===== src/rtl/sakiz_pkg.sv =====
// Shared types and helpers for the multi-product vending controller.
// Holds the FSM state encoding, default coin values and price-table slicing.
package sakiz_pkg;

  typedef enum logic [1:0] {
    ST_IDLE   = 2'd0,
    ST_VEND   = 2'd1,
    ST_CHANGE = 2'd2
  } state_t;

  localparam int DEF_COIN_A = 5;
  localparam int DEF_COIN_B = 10;
  localparam int DEF_COIN_C = 25;

  // Price tables are widened to this many bits before slicing (16 products x 32 bits).
  localparam int PRICE_TBL_W = 512;

  function automatic logic [31:0] price_slice(input logic [PRICE_TBL_W-1:0] tbl,
                                              input int unsigned w,
                                              input int unsigned idx);
    return 32'(tbl >> (idx * w)) & ((32'd1 << w) - 32'd1);
  endfunction

endpackage


===== src/rtl/sakiz_otomati_para_ustu.sv =====
// Greedy change selector: picks the largest coin not exceeding the credit.
// Purely combinational, zero latency, no flow control.
module para_ustu
  import sakiz_pkg::*;
#(
  parameter int CREDIT_W = 8,
  parameter int COIN_A   = DEF_COIN_A,
  parameter int COIN_B   = DEF_COIN_B,
  parameter int COIN_C   = DEF_COIN_C
) (
  input  logic [CREDIT_W-1:0] i_credit,
  output logic [2:0]          o_coin_oh,
  output logic [CREDIT_W-1:0] o_dec
);

  // One-hot order is {C, B, A}; a zero credit still yields coin A, callers gate it.
  always_comb begin
    o_coin_oh = 3'b001;
    o_dec     = CREDIT_W'(COIN_A);
    if (i_credit >= CREDIT_W'(COIN_C)) begin
      o_coin_oh = 3'b100;
      o_dec     = CREDIT_W'(COIN_C);
    end else if (i_credit >= CREDIT_W'(COIN_B)) begin
      o_coin_oh = 3'b010;
      o_dec     = CREDIT_W'(COIN_B);
    end
  end

endmodule


===== src/rtl/sakiz_otomati.sv =====
// Multi-product vending FSM: credit accumulation, vend handshake, greedy change.
// All outputs registered (1 cycle); vend_valid holds until vend_ready, coins rejected while busy.
module sakiz_otomati
  import sakiz_pkg::*;
#(
  parameter int                        N_PROD     = 4,
  parameter int                        CREDIT_W   = 8,
  parameter int                        COIN_A     = DEF_COIN_A,
  parameter int                        COIN_B     = DEF_COIN_B,
  parameter int                        COIN_C     = DEF_COIN_C,
  parameter logic [N_PROD*CREDIT_W-1:0] PRICES    = {8'd100, 8'd55, 8'd40, 8'd25},
  parameter int                        MAX_CREDIT = 100,
  localparam int                       ID_W       = $clog2(N_PROD)
) (
  input  logic                clk,
  input  logic                rst,
  input  logic                A_in,
  input  logic                B_in,
  input  logic                C_in,
  input  logic                sel_valid,
  input  logic [ID_W-1:0]     sel_id,
  input  logic                cancel,
  output logic                vend_valid,
  output logic [ID_W-1:0]     vend_id,
  input  logic                vend_ready,
  output logic                A_out,
  output logic                B_out,
  output logic                C_out,
  output logic                coin_rej,
  output logic                no_credit,
  output logic [CREDIT_W-1:0] credit,
  output logic                busy
);

  if (N_PROD < 2 || N_PROD > 16) begin : g_bad_nprod
    $error("N_PROD must be within 2..16");
  end
  if (CREDIT_W > 32) begin : g_bad_width
    $error("CREDIT_W must not exceed 32");
  end
  if (MAX_CREDIT + COIN_C >= (64'd1 << CREDIT_W)) begin : g_bad_ceiling
    $error("MAX_CREDIT + COIN_C does not fit in CREDIT_W");
  end
  if ((COIN_B % COIN_A) != 0 || (COIN_C % COIN_A) != 0 || (MAX_CREDIT % COIN_A) != 0) begin : g_bad_coin
    $error("coin values and MAX_CREDIT must be multiples of COIN_A");
  end
  for (genvar g = 0; g < N_PROD; g++) begin : g_chk_price
    if ((PRICES[g*CREDIT_W +: CREDIT_W] % COIN_A) != 0) begin : g_bad_price
      $error("every price must be a multiple of COIN_A");
    end
  end

  localparam logic [PRICE_TBL_W-1:0] L_TBL = PRICE_TBL_W'(PRICES);
  localparam logic [CREDIT_W-1:0]    L_A   = CREDIT_W'(COIN_A);
  localparam logic [CREDIT_W-1:0]    L_B   = CREDIT_W'(COIN_B);
  localparam logic [CREDIT_W-1:0]    L_C   = CREDIT_W'(COIN_C);
  localparam logic [CREDIT_W-1:0]    L_MAX = CREDIT_W'(MAX_CREDIT);

  state_t              r_state;
  logic [CREDIT_W-1:0] r_credit;
  logic                r_vend_valid;
  logic [ID_W-1:0]     r_vend_id;
  logic [2:0]          r_coins;
  logic                r_coin_rej;
  logic                r_no_credit;
  logic                r_busy;

  state_t              w_nxt_state;
  logic [CREDIT_W-1:0] w_nxt_credit;
  logic                w_nxt_vend_valid;
  logic [ID_W-1:0]     w_nxt_vend_id;
  logic [2:0]          w_nxt_coins;
  logic                w_nxt_rej;
  logic                w_nxt_noc;

  logic [CREDIT_W-1:0] w_sel_price;
  logic [CREDIT_W-1:0] w_vend_price;
  logic [CREDIT_W-1:0] w_rem;
  logic [CREDIT_W-1:0] w_coin_val;
  logic [CREDIT_W-1:0] w_coin_sum;
  logic [CREDIT_W-1:0] w_chg_in;
  logic [CREDIT_W-1:0] w_chg_dec;
  logic [2:0]          w_chg_oh;
  logic                w_coin_any;
  logic                w_coin_ok;
  logic                w_sel_ok;
  logic                w_cancel_go;

  assign w_sel_price  = CREDIT_W'(price_slice(L_TBL, CREDIT_W, 32'(sel_id)));
  assign w_vend_price = CREDIT_W'(price_slice(L_TBL, CREDIT_W, 32'(r_vend_id)));
  assign w_rem        = r_credit - w_vend_price;

  assign w_coin_any = A_in | B_in | C_in;
  assign w_coin_val = A_in ? L_A : (B_in ? L_B : L_C);
  assign w_coin_sum = r_credit + w_coin_val;
  assign w_coin_ok  = !((A_in & B_in) | (A_in & C_in) | (B_in & C_in)) && (w_coin_sum <= L_MAX);

  assign w_sel_ok    = (32'(sel_id) < 32'(N_PROD)) && (r_credit >= w_sel_price);
  assign w_cancel_go = cancel && (r_credit != '0);

  // The handshake cycle already issues the first change coin, so feed it the post-price remainder.
  assign w_chg_in = (r_state == ST_VEND) ? w_rem : r_credit;

  para_ustu #(
    .CREDIT_W (CREDIT_W),
    .COIN_A   (COIN_A),
    .COIN_B   (COIN_B),
    .COIN_C   (COIN_C)
  ) u_para_ustu (
    .i_credit  (w_chg_in),
    .o_coin_oh (w_chg_oh),
    .o_dec     (w_chg_dec)
  );

  always_comb begin
    w_nxt_state      = r_state;
    w_nxt_credit     = r_credit;
    w_nxt_vend_valid = r_vend_valid;
    w_nxt_vend_id    = r_vend_id;
    w_nxt_coins      = 3'b000;
    w_nxt_rej        = 1'b0;
    w_nxt_noc        = 1'b0;
    case (r_state)
      ST_IDLE: begin
        if (w_cancel_go) begin
          w_nxt_coins  = w_chg_oh;
          w_nxt_credit = r_credit - w_chg_dec;
          w_nxt_state  = ST_CHANGE;
          w_nxt_rej    = w_coin_any;
        end else if (sel_valid && w_sel_ok) begin
          w_nxt_vend_valid = 1'b1;
          w_nxt_vend_id    = sel_id;
          w_nxt_state      = ST_VEND;
          w_nxt_rej        = w_coin_any;
        end else begin
          w_nxt_noc = sel_valid;
          if (w_coin_any) begin
            if (w_coin_ok) w_nxt_credit = w_coin_sum;
            else           w_nxt_rej    = 1'b1;
          end
        end
      end
      ST_VEND: begin
        w_nxt_rej = w_coin_any;
        if (vend_ready) begin
          w_nxt_vend_valid = 1'b0;
          if (w_rem != '0) begin
            w_nxt_coins  = w_chg_oh;
            w_nxt_credit = w_rem - w_chg_dec;
            w_nxt_state  = ST_CHANGE;
          end else begin
            w_nxt_credit = '0;
            w_nxt_state  = ST_IDLE;
          end
        end
      end
      ST_CHANGE: begin
        w_nxt_rej = w_coin_any;
        if (r_credit == '0) begin
          w_nxt_state = ST_IDLE;
        end else begin
          w_nxt_coins  = w_chg_oh;
          w_nxt_credit = r_credit - w_chg_dec;
        end
      end
      default: w_nxt_state = ST_IDLE;
    endcase
  end

  always_ff @(posedge clk) begin
    if (!rst) begin
      r_state      <= ST_IDLE;
      r_credit     <= '0;
      r_vend_valid <= 1'b0;
      r_vend_id    <= '0;
      r_coins      <= 3'b000;
      r_coin_rej   <= 1'b0;
      r_no_credit  <= 1'b0;
      r_busy       <= 1'b0;
    end else begin
      r_state      <= w_nxt_state;
      r_credit     <= w_nxt_credit;
      r_vend_valid <= w_nxt_vend_valid;
      r_vend_id    <= w_nxt_vend_id;
      r_coins      <= w_nxt_coins;
      r_coin_rej   <= w_nxt_rej;
      r_no_credit  <= w_nxt_noc;
      r_busy       <= (w_nxt_state != ST_IDLE);
    end
  end

  assign vend_valid = r_vend_valid;
  assign vend_id    = r_vend_id;
  assign A_out      = r_coins[0];
  assign B_out      = r_coins[1];
  assign C_out      = r_coins[2];
  assign coin_rej   = r_coin_rej;
  assign no_credit  = r_no_credit;
  assign credit     = r_credit;
  assign busy       = r_busy;

endmodule


===== config.mk =====
export PLATFORM = sky130hd
export DESIGN_NAME = sakiz_otomati
export DESIGN_NICKNAME = d
export VERILOG_FILES = /design/src/rtl/sakiz_pkg.sv /design/src/rtl/sakiz_otomati_para_ustu.sv /design/src/rtl/sakiz_otomati.sv
export SDC_FILE = /design/constraint.sdc
export NUM_CORES = 1
export LEC_CHECK = 0
export BUFFER_PORTS_ARGS = -buffer_cell sky130_fd_sc_hd__buf_4
export CAP_MARGIN = 20
export CORE_MARGIN = 1.5
export CORE_UTILIZATION = 60
export CTS_BUF_LIST = sky130_fd_sc_hd__clkbuf_16
export DETAILED_ROUTE_END_ITERATION = 12
export PLACE_DENSITY_LB_ADDON = 0.15
export SLEW_MARGIN = 10
export SYNTH_ARGS = -nofsm -noshare
export SYNTH_HDL_FRONTEND = slang
export SYNTH_SLANG_ARGS = --single-unit

===== constraint.sdc =====
create_clock -name clk -period 4.3 [get_ports clk]
set_input_delay 0.215 -clock clk [delete_from_list [all_inputs] [get_ports clk]]
set_output_delay 0.215 -clock clk [all_outputs]
set_load 0.005 [all_outputs]

Word-level counts from Yosys, hierarchy flattened
Cells that the tools add are included.
{"block": "classes", "addsub": 4, "mul": 0, "div": 0, "order_cmp": 4, "n_eq_ne": 9, "shifts": 2, "mux": 35, "n_bitwise": 10, "reduce_logical": 16}
{"operator": "$mux W8", "n": 9}
{"operator": "$shr A31 B5 Y8 const A", "n": 2}
{"operator": "$pmux W8 S3", "n": 1}
{"operator": "$sub A8 B8 Y8", "n": 3}
{"operator": "$reduce_bool A8 Y1", "n": 2}
{"operator": "$mux W3", "n": 5}
{"operator": "$mux W2", "n": 6}
{"operator": "$mux W5", "n": 2}
{"operator": "$ne A3 B3 Y1 const B", "n": 3}
{"operator": "$pmux W3 S3", "n": 1}
{"operator": "$add A8 B5 Y8", "n": 1}
{"operator": "$ge A8 B4 Y1 const B", "n": 1}
{"operator": "$ge A8 B5 Y1 const B", "n": 1}
{"operator": "$ge A8 B8 Y1", "n": 1}
{"operator": "$le A8 B7 Y1 const B", "n": 1}
{"operator": "$logic_not A8 Y1", "n": 1}
{"operator": "$ne A2 B2 Y1 const B", "n": 4}
{"operator": "$mux W1", "n": 7}
{"operator": "$pmux W2 S3", "n": 1}
{"operator": "$reduce_and A6 Y1", "n": 1}
{"operator": "$mux W4", "n": 1}
{"operator": "$or A1 B1 Y1", "n": 4}
{"operator": "$pmux W1 S2", "n": 2}
{"operator": "$reduce_and A4 Y1", "n": 1}
{"operator": "other kinds (12)", "n": 19}
{"block": "totals", "ff_bits": 19, "latchBits": 0, "ramBits": 0, "mem_bits_ro": 0, "input_bits": 10, "output_inout_bits": 17, "word_cells": 88, "memories": 0}

Logic depth before layout (Yosys ltp)
Gate-level depths: netlist of the first run.
{"block": "logic_depth", "ltp_word": 10, "mapped_depth": 20, "depth_no_buf": 20}

Modules after synthesis
Synthesis of the first run repeated with hierarchy kept, for this count alone.
{"block": "hier_totals", "hier_cells": 379, "area_unflattened_um2": 2887.8}
{"module": "sakiz_otomati", "n_inst": 1, "cells_per_inst": 364, "area_per_inst_um2": 2761.4, "seq_area_each_um2": 380.4}
{"module": "para_ustu", "n_inst": 1, "cells_per_inst": 15, "area_per_inst_um2": 126.4, "seq_area_each_um2": 0.0}

Least setup slack after synthesis of the first run
OpenSTA, ideal clock, no wires.
{"block": "synth_timing", "kind": "flip-flop to flip-flop", "from": "register r_credit[4] (netlist: credit[4])", "to": "register r_credit[5] (netlist: credit[5])", "setup_time_ns": 0.074, "arrival_time_ns": 3.968, "required_ns": 4.226, "path_slack_ns": 0.258, "stages_incl_launch_ff": 15, "n_path_buf": 0, "synth_period_minus_slack_ns": 4.042, "cell_sequence": "dfxtp_1 ha_1 a21o_1 or3_1 a2111oi_2 a21o_1 nand3_1 ha_1 nor2b_1 o21a_1 o21ai_0 mux2i_1 a21oi_1 o32a_1 a31oi_1"}
{"block": "synth_between", "elab_chain_len": 9, "elab_cells_between_ends": 30, "classes_between": "4 x add/sub; 4 x order compare; 4 x eq/ne; 11 x mux; 7 x reduce/logical"}
{"item": "start: declaration", "line_no": "sakiz_otomati.sv:60", "rtl": "logic [CREDIT_W-1:0] r_credit;"}
{"item": "start signal: assignment", "line_no": "sakiz_otomati.sv:182", "rtl": "r_credit <= w_nxt_credit;"}
{"item": "$sub A8 B8 Y8", "line_no": "sakiz_otomati.sv:91", "rtl": "assign w_rem = r_credit - w_vend_price;"}
{"item": "$mux W8", "line_no": "sakiz_otomati.sv:102", "rtl": "assign w_chg_in = (r_state == ST_VEND) ? w_rem : r_credit;"}
{"item": "$ge A8 B4 Y1", "line_no": "sakiz_otomati_para_ustu.sv:23", "rtl": "end else if (i_credit >= CREDIT_W'(COIN_B)) begin"}
{"item": "$mux W4", "line_no": "sakiz_otomati_para_ustu.sv:23"}
{"item": "$mux W8", "line_no": "sakiz_otomati_para_ustu.sv:20", "rtl": "if (i_credit >= CREDIT_W'(COIN_C)) begin"}
{"item": "$sub A8 B8 Y8", "line_no": "sakiz_otomati.sv:149", "rtl": "w_nxt_credit = w_rem - w_chg_dec;"}
{"item": "$mux W8", "line_no": "sakiz_otomati.sv:147", "rtl": "if (w_rem != '0) begin"}
{"item": "$mux W8", "line_no": "sakiz_otomati.sv:145", "rtl": "if (vend_ready) begin"}
{"item": "$pmux W8 S3", "line_no": "sakiz_otomati.sv:123", "rtl": "case (r_state)"}
Several ways; a longest one is shown, not always the timed one. The select of a mux whose other input is x is not followed.
A chain may end at the register's enable or synchronous reset.

Worst setup path in the final report of the first run
{"block": "layout_timing", "from": "register r_vend_id[0] (netlist: vend_id[0])", "to": "register r_credit[4] (netlist: credit[4])"}
{"block": "layout_between", "elab_chain_len": 10, "elab_cells_between_ends": 15, "classes_between": "3 x add/sub; 2 x order compare; 1 x shift; 8 x mux; 1 x reduce/logical"}
{"item": "start: declaration", "line_no": "sakiz_otomati.sv:62", "rtl": "logic [ID_W-1:0] r_vend_id;"}
{"item": "start signal: assignment", "line_no": "sakiz_otomati.sv:184", "rtl": "r_vend_id <= w_nxt_vend_id;"}
{"item": "$shr A31 B5 Y8 (*)", "line_no": "sakiz_pkg.sv:21", "rtl": "return 32'(tbl >> (idx * w)) & ((32'd1 << w) - 32'd1);"}
{"item": "$sub A8 B8 Y8 (*)", "line_no": "sakiz_otomati.sv:91"}
{"item": "$mux W8", "line_no": "sakiz_otomati.sv:102"}
{"item": "$ge A8 B4 Y1", "line_no": "sakiz_otomati_para_ustu.sv:23"}
{"item": "$mux W4", "line_no": "sakiz_otomati_para_ustu.sv:23"}
{"item": "$mux W8", "line_no": "sakiz_otomati_para_ustu.sv:20"}
{"item": "$sub A8 B8 Y8", "line_no": "sakiz_otomati.sv:149"}
{"item": "$mux W8", "line_no": "sakiz_otomati.sv:147"}
{"item": "$mux W8", "line_no": "sakiz_otomati.sv:145"}
{"item": "$pmux W8 S3 (*)", "line_no": "sakiz_otomati.sv:123"}
Every way passes the cells marked *; elsewhere a longest branch is shown, timed or not. The select of a mux whose other input is x is not followed.

==> results.json, run 1 <==
{
  "synth_cells": 344,
  "first_iter_violations": 251,
  "clk_pin_slew_ps": 60,
  "start_util": 0.634,
  "gp_congestion": 0.950,
  "syn_area_um2": 2590,
  "async_flop_share": 0,
  "core-area_um2": 4090,
  "cp_max_fo": 6,
  "slew_violations": 0,
  "finalHoldViolCount": 0,
  "critPathRequiredTime_ps": 4440,
  "antenna_found_initial": 0,
  "skew_ps": 4.19,
  "min_period_ps": 4090,
  "fin_crit_sh": 0.952,
  "drive_gt1_frac": 0.163,
  "fp.dieArea_um2": 4720,
  "holdCritPathClass": "in -> reg",
  "holdPathStages": 3,
  "power.internal_w": 0.00121,
  "dieWidth_um": 68.7,
  "htreeDepth": 1,
  "avgRoutedWirePerCell_um": 17.6,
  "critical_path_arrival_ps": 4230,
  "grt_max_degree": 19,
  "holdWs_ps": 298,
  "yosys.cell_types.count": 68,
  "synth_top_area_frac": 0.169,
  "cts_tree": "done",
  "ir_worst_vdd_mv": 0.539,
  "cp-start-kind": "flip-flop",
  "crit_type": "reg -> reg",
  "wl_mm": 7.50,
  "die_h_um": 68.7,
  "synth_top_cell_by_area": "ha_1",
  "netSwitchingPower_w": 0.00137,
  "viasPerCell": 6.49,
  "slew_headroom": 0.572,
  "first_pass_iters": 7,
  "combPwrFrac": 0.815,
  "clock_path_buffers": 2,
  "ys.flop_type": "dfxtp_1",
  "antennaDiodeCount": 0,
  "power_density_nw_per_um2": 853,
  "p_seq_frac": 0.110,
  "pwr-share-clk": 0.075,
  "max_cap_viol_count": 0,
  "grtUsageTotal": 0.325,
  "dpl.hpwl_mm": 5.56,
  "rows": 23,
  "ys_warn_count": 0,
  "port-buffer-count": 26,
  "cts_root_buf": "clkbuf_16",
  "syn2layout_area_growth_pct": 16.9,
  "holdBufCountCts": 0,
  "setup_tns_ps": 0,
  "synth-edff-count": 0,
  "netlist_top_cells_area": "ha_1 17%, dfxtp_1 15%, nor2_1 4.9%, nand2_1 4.8%, inv_1 4.3%",
  "cts_buffers": 3,
  "static-leakage-power_nw": 1.38,
  "ios": 27,
  "clock_latency_ps": 260,
  "reg2regPathDepth": 20,
  "yosysSeqAreaShare": 0.147,
  "grt_first_pass_wirelength_mm": 11.4,
  "setup_violations": 0,
  "worst_pin_slew_ps": 639,
  "switching_share": 0.531,
  "synth.net_count": 393,
  "max_clock_freq_mhz": 244,
  "gr-total-overflow": 0,
  "grt_pass1_vias": 2414,
  "route.detailed.drc": 0,
  "yosys_register_bits": 19,
  "avgSynthCellArea_um2": 7.53,
  "antenna_left": 0,
  "crit_path_end_kind": "flip-flop",
  "status": "finished, final reports clean",
  "nets": 425,
  "numClockSinks": 19,
  "dr_total_vias": 2760,
  "rrSetupSlack_ps": 210
}
routing by layer:
layer	up-vias	wire length (um)	global-route usage
met5	-	0	0
met4	0	140	0.0784
met3	22	667	0.0552
met2	145	3640	0.560
met1	1267	3050	0.421
li1	1326	-	-
through the flow:
step | util | worst slack (ps) | power (W) | instances | cell area (um2)
global placement | 0.702 | 180 | 0.00221 | 420 | 2870
global route | 0.741 | -31.9 | 0.00280 | 425 | 3030
detailed placement | 0.702 | 89.9 | 0.00222 | 420 | 2870
CTS | 0.721 | 40.7 | 0.00244 | 424 | 2950
finish | 0.741 | 208 | 0.00258 | 425 | 3030
floorplan | - | 258 | 0.00173 | 344 | 2590
kinds of logic after synthesis:
| logic type | Yosys count | synth area share |
|---|---|---|
| and+or+nand+nor | 120 | 0.233 |
| AOI/OAI and AO/OA | 109 | 0.297 |
| buffers and inverters | 40 | 0.0643 |
| adders and majority gates | 40 | 0.204 |
| DFF | 19 | 0.147 |
| xor gates and xnor gates | 15 | 0.0507 |
| muxes | 1 | 0.00386 |
path summary, 6_finish.rpt:
kind / from / endpoint
max: vend_id[0] / credit[4]
min: rst / no_credit
max reg2reg: vend_id[0] / credit[4]
min reg2reg: credit[0] / credit[0]
Yosys cell counts (all sizes together) (5+ instances only):
cell	instances
nand2b	9
inv	30
ha	35
nor2b	7
xnor2	7
buf	5
clkbuf	5
o21ai	25
a221oi	6
nor2	34
nand3	8
a21oi	19
dfxtp	19
a211oi	7
nand2	33
o211ai	8
a31oi	8
xor2	8
registers in the layout, indices dropped and copies added, names as in the netlist:
name        cells
busy            1
vend_id         2
r_coins         3
vend_valid      1
credit          8
coin_rej        1
no_credit       1
r_state         2
final cells by class:
| class | instances | area, um2 |
|---|---|---|
| inverter | 30 | 113 |
| clock inverter | 1 | 3.75 |
| multi-input combinational | 285 | 2110 |
| fill | 341 | 1060 |
| clock buffer | 3 | 75.1 |
| tap | 50 | 62.6 |
| timing repair buffer | 37 | 278 |
| sequential | 19 | 383 |
critical path: stages (launching register included):
cell,delay [ps]
dfxtp_2,350
inv_1,100
nand2_1,100
ha_1,280
nand2b_1,120
a211oi_2,100
or3_1,420
a2111oi_4,420
a21o_1,240
nand3_4,120
buf_4,190
ha_1,220
inv_1,80
fa_1,210
nand3_1,110
and3_1,190
nor2_2,160
nand2_1,60
o21ai_0,90
o21ai_0,90
o31ai_1,330
power by group through the flow:
stage / clock network, W / registers (W) / logic, W
2_1_floorplan: 0 / 0.000299 / 0.00143
3_3_place_gp: 0 / 0.000281 / 0.00192
3_5_place_dp: 0 / 0.000283 / 0.00194
4_1_cts: 0.000194 / 0.000280 / 0.00196
5_1_grt: 0.000202 / 0.000289 / 0.00230
6_report: 0.000195 / 0.000283 / 0.00210
cells in the final DEF, fill, tap and decap left out, types with 2 or more instances in the layout:
cell	n
a211oi_1	5
a211oi_2	2
a21o_1	4
a21oi_1	17
a21oi_2	2
a221oi_1	6
a31oi_1	7
and2_1	2
and4b_1	2
buf_4	37
clkbuf_16	3
dfxtp_1	17
dfxtp_2	2
fa_1	3
ha_1	35
inv_1	30
nand2_1	33
nand2b_1	9
nand3_1	6
nand3b_1	2
nor2_1	32
nor2_2	2
nor2b_1	7
nor3_1	4
nor3b_1	3
o211ai_1	8
o21a_1	4
o21ai_0	15
o21ai_1	10
o22ai_1	3
o31ai_1	4
or2_1	2
or3_1	3
xnor2_1	7
xor2_1	7
repair_timing:
action | CTS | global route
setup endpoints to repair | 0 | 7
setup buffers | 0 | 1
gates resized for setup | 0 | 19
endpoints found under the hold margin | 0 | 0
Power figures use the tool's default switching activity.
==> run 2: changes to the inputs <==
--- a/config.mk
+++ b/config.mk
@@ -11,6 +11,8 @@
 export CORE_UTILIZATION = 60
 export CTS_BUF_LIST = sky130_fd_sc_hd__clkbuf_16
 export DETAILED_ROUTE_END_ITERATION = 12
+export GPL_TIMING_DRIVEN = 0
+export MAX_ROUTING_LAYER = met4
 export PLACE_DENSITY_LB_ADDON = 0.15
 export SLEW_MARGIN = 10
 export SYNTH_ARGS = -nofsm -noshare
==> run 2 against run 1 <==
Compared with the run above: utilization up 0.73 points; setup slack lost 69 ps; clock skew about the same; wire length fell by 0.56%; clock-buffer cell count unchanged; flip-flop and latch count did not move; largest cell class unchanged; first-iteration DRC count decreased by 15%; sequential power increased by 17%; die area did not move; maximum frequency is 1.7% lower.
==> results.json, run 2 (synthesis gave the netlist of run 1 again) <==
{
  "avgRoutedWirePerCell_um": 17.3,
  "slew_headroom": 0.571,
  "holdBufCountCts": 0,
  "syn2layout_area_growth_pct": 18.0,
  "holdWs_ps": 320,
  "antenna_found_initial": 0,
  "antenna_left": 0,
  "port-buffer-count": 25,
  "start_util": 0.634,
  "skew_ps": 4.32,
  "final_cell_mix": "35 x ha_1, 34 x nor2_1, 33 x nand2_1, 33 x buf_4, 28 x inv_1",
  "core-area_um2": 4090,
  "first_pass_iters": 5,
  "grt_pass1_vias": 2456,
  "clock_latency_ps": 260,
  "gr-total-overflow": 0,
  "largest_reg_flops": 8,
  "ir_worst_vdd_mv": 0.542,
  "min_period_ps": 4160,
  "drive_gt1_frac": 0.165,
  "final_util": 0.748,
  "cts_tree": "done",
  "route.detailed.drc": 0,
  "nets": 431,
  "postLayoutCellArea_um2": 3060,
  "rows": 23,
  "grt_first_pass_wirelength_mm": 11.3,
  "crit_path_end_kind": "flip-flop",
  "grtUsageTotal": 0.329,
  "finalHoldViolCount": 0,
  "max_cap_viol_count": 0,
  "ios": 27,
  "dpl.hpwl_mm": 5.38,
  "cts_root_buf": "clkbuf_16",
  "numClockSinks": 19,
  "p_total_w": 0.00256,
  "cp-start-kind": "flip-flop",
  "critical_path_arrival_ps": 4360,
  "first_iter_violations": 213,
  "clk_pin_slew_ps": 60,
  "die_h_um": 68.7,
  "fp.dieArea_um2": 4720,
  "final_common_cell": "ha_1",
  "cp_max_fo": 8,
  "max_clock_freq_mhz": 240,
  "clock_path_buffers": 2,
  "placed_area_um2": 2840,
  "critPathRequiredTime_ps": 4500,
  "fin_cells": 431,
  "cts_buffers": 3,
  "fill_cells": 345,
  "htreeDepth": 1,
  "crit_type": "reg -> reg",
  "viasPerCell": 6.33,
  "dr_total_vias": 2727,
  "power_density_nw_per_um2": 838,
  "slew_violations": 0,
  "holdCritPathClass": "in -> reg",
  "grt_max_degree": 13,
  "dieWidth_um": 68.7,
  "status": "finished, final reports clean",
  "dp_cells": 419,
  "gp_congestion": 0.914,
  "setup_violations": 0,
  "antennaDiodeCount": 0,
  "static-leakage-power_nw": 1.38,
  "fin_crit_sh": 0.968,
  "worst_pin_slew_ps": 642,
  "wl_mm": 7.45
}
==> run 2: changes by cell type in the layout (fill, tap and decap cells not counted), moves of 3 or more <==
cell,change
clkbuf_1,+5
dfxtp_1,-3
buf_4,-4
dfxtp_2,+3
==> run 2: metal layers <==
layer / track usage / wire [um]
met5: - / 0
met1: 0.403 / 3170
met4: 0.147 / 272
met3: 0.0406 / 428
met2: 0.543 / 3580
==> run 2: worst paths after layout <==
check / cells past startpoint / start / endpoint / slack (ps)
setup reg to reg: 16 / vend_id[1] / credit[5] / 140
hold reg to reg: 2 / vend_id[0] / vend_id[0] / 560
hold / removal: 3 / vend_ready / vend_valid / 320
setup / recovery: 16 / vend_id[1] / credit[5] / 140
==> run 2: critical path: stages, from the launching register on <==
cell	delay, ps
dfxtp_1	470
inv_1	80
ha_1	370
nor2_1	200
a211oi_2	100
or3_1	420
a2111oi_4	410
a21o_1	230
nand3_4	140
ha_1	300
nor2b_1	130
o21a_1	210
o21ai_2	190
mux2i_1	270
a21oi_1	90
o32a_1	350
a31oi_1	150
==> run 2: metrics by stage <==
stage | worst slack [ps] | TNS, ps
global placement | -372 | -859
global route | -48.9 | -69.8
detailed placement | -389 | -1010
floorplan | 258 | 0
CTS | 0.0924 | 0
finish | 139 | 0
==> run 2: final cells by class <==
cell class	instances	area [um2]	area share
multi-input combinational	285	2110	0.691
sequential	19	387	0.126
timing repair buffer	33	248	0.0810
inverter	30	113	0.0368
clock buffer	3	75.1	0.0246
tap	50	62.6	0.0205
buffer	10	53.8	0.0176
clock inverter	1	7.51	0.00246
==> run 2: where the power goes <==
part	internal, W	leakage, nW	switching (W)
Sequential	0.000237	0.158	0.0000949
Clock	0.000126	0.0371	0.0000799
Combinational	0.000854	1.18	0.00117
==> run 2: timing repair <==
item	CTS	global route
endpoints found under the hold margin	0	0
endpoints found under the setup margin	5	5
buffers inserted	0	8
pin swaps	0	4
gates resized for setup	6	16
